File: src/rtl/i2s_frame_guard.sv
// rtl/i2s_frame_guard.sv - I2S LRCK framing checker with lock detection and data muting
module i2s_frame_guard #(
  parameter int BITS_PER_HALF = 32,
  parameter int LOCK_HALVES   = 8,
  parameter int CNT_W         = 6
) (
  input  logic       BCK,
  input  logic       RST,
  input  logic       LRCK,
  input  logic       DATAIN,
  output logic       LRCK_OUT,
  output logic       DATA_OUT,
  output logic       LOCK,
  output logic       MUTE,
  output logic [7:0] ERR_COUNT,
  output logic       LED1
);

  localparam int GOOD_W = $clog2(LOCK_HALVES + 1);
  localparam logic [CNT_W-1:0]  CNT_LAST = CNT_W'(BITS_PER_HALF - 1);
  localparam logic [CNT_W-1:0]  CNT_MAX  = '1;
  localparam logic [GOOD_W-1:0] GOOD_FIN = GOOD_W'(LOCK_HALVES - 1);

  typedef enum logic [1:0] {SEARCH, ACQUIRE, LOCKED} state_t;

  state_t            state;
  logic [CNT_W-1:0]  cnt;
  logic [GOOD_W-1:0] good;
  logic              lrck_q;

  logic lrck_edge;
  logic lrck_fall;
  logic at_last;
  logic valid_half;
  logic short_half;
  logic long_half;
  logic frame_err;
  logic mute_next;

  assign lrck_edge  = LRCK != lrck_q;
  assign lrck_fall  = lrck_q & ~LRCK;
  assign at_last    = cnt == CNT_LAST;
  assign valid_half = lrck_edge & at_last;
  assign short_half = lrck_edge & (cnt < CNT_LAST);
  // A half that runs past its slot is flagged on the overrun cycle, not at the late edge
  assign long_half  = ~lrck_edge & at_last;
  assign frame_err  = short_half | long_half;

  assign LED1 = ~LOCK;

  // Mute follows the same-cycle decision so the erroneous bit itself is already zeroed
  always_comb begin
    mute_next = MUTE;
    if (state == LOCKED) begin
      if (frame_err) begin
        mute_next = 1'b1;
      end else if (lrck_fall) begin
        mute_next = 1'b0;
      end
    end
  end

  // Framing FSM, half-period counter, error counter and one-BCK output pipeline
  always_ff @(posedge BCK) begin
    if (RST) begin
      state     <= SEARCH;
      cnt       <= '0;
      good      <= '0;
      lrck_q    <= 1'b0;
      LRCK_OUT  <= 1'b0;
      DATA_OUT  <= 1'b0;
      LOCK      <= 1'b0;
      MUTE      <= 1'b1;
      ERR_COUNT <= '0;
    end else begin
      lrck_q   <= LRCK;
      LRCK_OUT <= LRCK;
      MUTE     <= mute_next;
      DATA_OUT <= mute_next ? 1'b0 : DATAIN;

      if (lrck_edge) begin
        cnt <= '0;
      end else if (cnt != CNT_MAX) begin
        cnt <= cnt + CNT_W'(1);
      end

      case (state)
        SEARCH: begin
          if (lrck_edge) begin
            state <= ACQUIRE;
            good  <= '0;
          end
        end
        ACQUIRE: begin
          if (frame_err) begin
            good <= '0;
            if (ERR_COUNT != 8'hFF) ERR_COUNT <= ERR_COUNT + 8'd1;
          end else if (valid_half) begin
            if (good == GOOD_FIN) begin
              state <= LOCKED;
              LOCK  <= 1'b1;
              good  <= '0;
            end else begin
              good <= good + GOOD_W'(1);
            end
          end
        end
        LOCKED: begin
          if (frame_err) begin
            state <= ACQUIRE;
            good  <= '0;
            LOCK  <= 1'b0;
            if (ERR_COUNT != 8'hFF) ERR_COUNT <= ERR_COUNT + 8'd1;
          end
        end
        default: begin
          state <= SEARCH;
        end
      endcase
    end
  end

endmodule

File: config.mk
export PLATFORM = sky130hd
export DESIGN_NAME = i2s_frame_guard
export DESIGN_NICKNAME = d
export VERILOG_FILES = /design/src/rtl/i2s_frame_guard.sv
export SDC_FILE = /design/constraint.sdc
export NUM_CORES = 1
export LEC_CHECK = 0
export CORE_ASPECT_RATIO = 1.75
export CORE_MARGIN = 1.5
export CORE_UTILIZATION = 50
export DETAILED_ROUTE_END_ITERATION = 10
export GPL_TIMING_DRIVEN = 0
export PLACE_DENSITY = 0.81
export SLEW_MARGIN = 20
export SYNTH_ARGS = -nofsm -noshare
export SYNTH_HDL_FRONTEND = slang
export SYNTH_SLANG_ARGS = --single-unit
File: constraint.sdc
create_clock -name BCK -period 2.48 [get_ports BCK]
set_input_delay 0.372 -clock BCK [delete_from_list [all_inputs] [get_ports BCK]]
set_output_delay 0.372 -clock BCK [all_outputs]
set_load 0.005 [all_outputs]
==> flow_metrics.env <==
export IMPL_startpoint="LRCK"
export IMPL_vias_per_cell=6.23
export IMPL_grt_pass1_wl_microns=5510
export IMPL_clk_latency_ns=0.26
export IMPL_crit_required_ns=2.64
export IMPL_antenna_found_initial=0
export IMPL_cp_cell_sequence="clkdlybuf4s50_1, inv_1, ha_1, clkbuf_2, nor3_1, mux2i_1, a221oi_2, mux2_1"
export IMPL_coreArea_sq_um=2860
export IMPL_antenna_left=0
export IMPL_setup_slack_ns=0.173
export IMPL_cap_violations=0
export IMPL_cts_root_buf="clkbuf_8"
export IMPL_drc_errors=0
export IMPL_grt_pass1_vias=1310
export IMPL_htreeDepth=1
export IMPL_criticalPathCategory="in -> reg"
export IMPL_setup_violations=0
export IMPL_fin_crit_sh_pct=93.0
export IMPL_reg2reg_from="cnt[0]$_SDFFE_PP0P_"
export IMPL_clk_path_buf_depth=2
export IMPL_synth_cells=173
export IMPL_dieArea_sq_um=3310
export IMPL_cts_resized_gates=0
export IMPL_hold_path_class="reg -> reg"
export IMPL_cts_made_buffers=3
export IMPL_fillers=264
export IMPL_rsz0062_at_grt="no"
export IMPL_die_h_microns=75.0
export IMPL_vias=1365
export IMPL_layout_commonest_cell="dfxtp_1"
export IMPL_ioPinCount=17
export IMPL_cpPeakStageDelay_ns=0.45
export IMPL_grt_max_degree=13
export IMPL_place_congestion=0.818
export IMPL_port_buffers=15
export IMPL_min_from="LOCK$_SDFFE_PP0P_"
export IMPL_yosysWarnings=0
export IMPL_leakage_uw=0.000631
export IMPL_drive_gt1_share_pct=6.81
export IMPL_p_per_area_nw_per_um2=665
export IMPL_crit_path_end_kind="register"
export IMPL_relSlewSlack_pct=52.1
export IMPL_final_cell_mix="dfxtp_1 (24), nor2_1 (18), clkdlybuf4s50_1 (15)"
export IMPL_vdd_drop_max_mv=0.492
export IMPL_synth_cell_types=46
export IMPL_cp_start_kind="input pin"
export IMPL_cts_sinks=24
export IMPL_finalCriticalPeriod_ns=2.31
export IMPL_post_cts_buffers=0
export IMPL_crit_arrival_ns=2.47
export IMPL_report_power_total_uw=1140
export IMPL_dp_slack_ns=-0.272
export IMPL_cts_hold_buffers=0
export IMPL_die_w_microns=44.1
export IMPL_r2r_slack_ns=0.33
export IMPL_hold_violations=0
export IMPL_drtPass1Iterations=4
export IMPL_synth_edf_count=0
export IMPL_totalWireLength_microns=3470
export IMPL_areaGrowthSynthToFinish_pct=15.8
export IMPL_tightest_slew_ns=0.713
export IMPL_layout_nets=205
export IMPL_ys_seq_elements=24
export IMPL_rows=26
export IMPL_synthArstFlopShare_pct=0
export IMPL_finalInstanceArea_sq_um=1710
export IMPL_cts_tree="yes"
export IMPL_fin_hold_ws_ns=0.492
export IMPL_overflow=0
export IMPL_seq_area_frac_synth_pct=32.5
export IMPL_start_util_pct=51.7
export IMPL_outcome="finished, final reports clean"
export IMPL_fmax_mhz=434
export IMPL_cts_clk_slew_worst_paths_ns=0.08
export IMPL_syn_cell_area_sq_um=1480
export IMPL_wire_per_inst_microns=15.8
export IMPL_avgSynthCellArea_sq_um=8.56
export IMPL_synth_main_ff_cell="dfxtp_1"
export IMPL_skew_ns=0.00113
export IMPL_grt_usage_pct=21.9
export IMPL_drtIter0Drc=42
export IMPL_dpl_cell_count=216
export IMPL_slew_viol_final=0
export IMPL_place_hpwl_microns=2670
export IMPL_syn_num_nets=185
export IMPL_crit_slowest_cell="clkdlybuf4s50_1"
export IMPL_cp_max_fo=10
export IMPL_fin_cells=219
export IMPL_antenna_cells=0
export IMPL_placed_cell_area_sq_um=1670
## logic make-up after synthesis
group | synth area share (%)
AOI/OAI and AO/OA | 13.4
xor gates and xnor gates | 1.78
adders and majority gates | 6.76
buffers and inverters | 6.26
DFF | 32.5
muxes | 10.8
and+or+nand+nor | 28.5
## cell usage after synthesis (all sizes together) (2+ instances only)
| cell | number | area (sq um) |
|---|---|---|
| dfxtp | 24 | 480 |
| nor2 | 18 | 67.6 |
| inv | 13 | 48.8 |
| nand3 | 10 | 50.1 |
| ha | 8 | 100 |
| mux2 | 8 | 90.1 |
| a21oi | 7 | 35.0 |
| mux2i | 7 | 70.1 |
| nand2 | 7 | 26.3 |
| nor2b | 7 | 43.8 |
| clkbuf | 6 | 22.5 |
| nand2b | 6 | 37.5 |
| nor3 | 6 | 35.0 |
| nor4 | 4 | 25.0 |
| o21ai | 4 | 20.0 |
| a31oi | 3 | 18.8 |
| buf | 3 | 21.3 |
| nor3b | 3 | 22.5 |
| a211oi | 2 | 15.0 |
| a221oi | 2 | 23.8 |
| o2111ai | 2 | 17.5 |
| or4 | 2 | 18.8 |
| or4b | 2 | 20.0 |
| xnor2 | 2 | 17.5 |
## area by class of cell
| type | count | area, sq um | area share, % |
|---|---|---|---|
| plain buffers | 9 | 45.0 | 2.63 |
| inverters | 13 | 48.8 | 2.85 |
| multi-input cells | 127 | 913 | 53.3 |
| repair buffers | 15 | 150 | 8.76 |
| flip-flops and latches | 24 | 480 | 28.0 |
| clock buffers | 3 | 41.3 | 2.41 |
| well taps | 28 | 35.0 | 2.04 |
## state kept, by name, indices dropped and copies added, names as in the netlist
register / flops
ERR_COUNT: 8
cnt: 6
good: 4
MUTE: 1
DATA_OUT: 1
state: 2
lrck_q: 1
LOCK: 1
## path summary, 6_finish.rpt
check,to,cells past startpoint
max,state[0]$_SDFFE_PP0P_,8
max reg2reg,ERR_COUNT[4]$_SDFFE_PP0P_,7
min reg2reg,LOCK$_SDFFE_PP0P_,2
min,LOCK$_SDFFE_PP0P_,2
## report_power, final
group | switching (uW) | total [uW] | internal (uW)
sequential | 27.4 | 441 | 414
combinational | 278 | 467 | 190
clock | 122 | 231 | 109
total | 427 | 1140 | 712
## per-layer routing
metal	track usage [%]	wire length (microns)
met1	21.4	1270
met2	42.6	1970
met3	2.88	116
met4	11.8	108
met5	0	0
## critical path: cells and delay by family
kind | cells | cell delay [ns]
AOI/OAI and AO/OA | 1 | 0.35
adders and majority gates | 1 | 0.37
buffers and inverters | 3 | 0.72
muxes | 2 | 0.46
and+or+nand+nor | 1 | 0.20
## per-stage QoR
| step | utilization, % | setup TNS (ns) |
|---|---|---|
| finish | 59.9 | 0 |
| CTS | 59.6 | 0 |
| floorplan | - | 0 |
| global route | 59.9 | 0 |
| global placement | 58.2 | -0.244 |
| detailed placement | 58.2 | -0.548 |
Note: power is estimated with default switching activity, not from simulation.
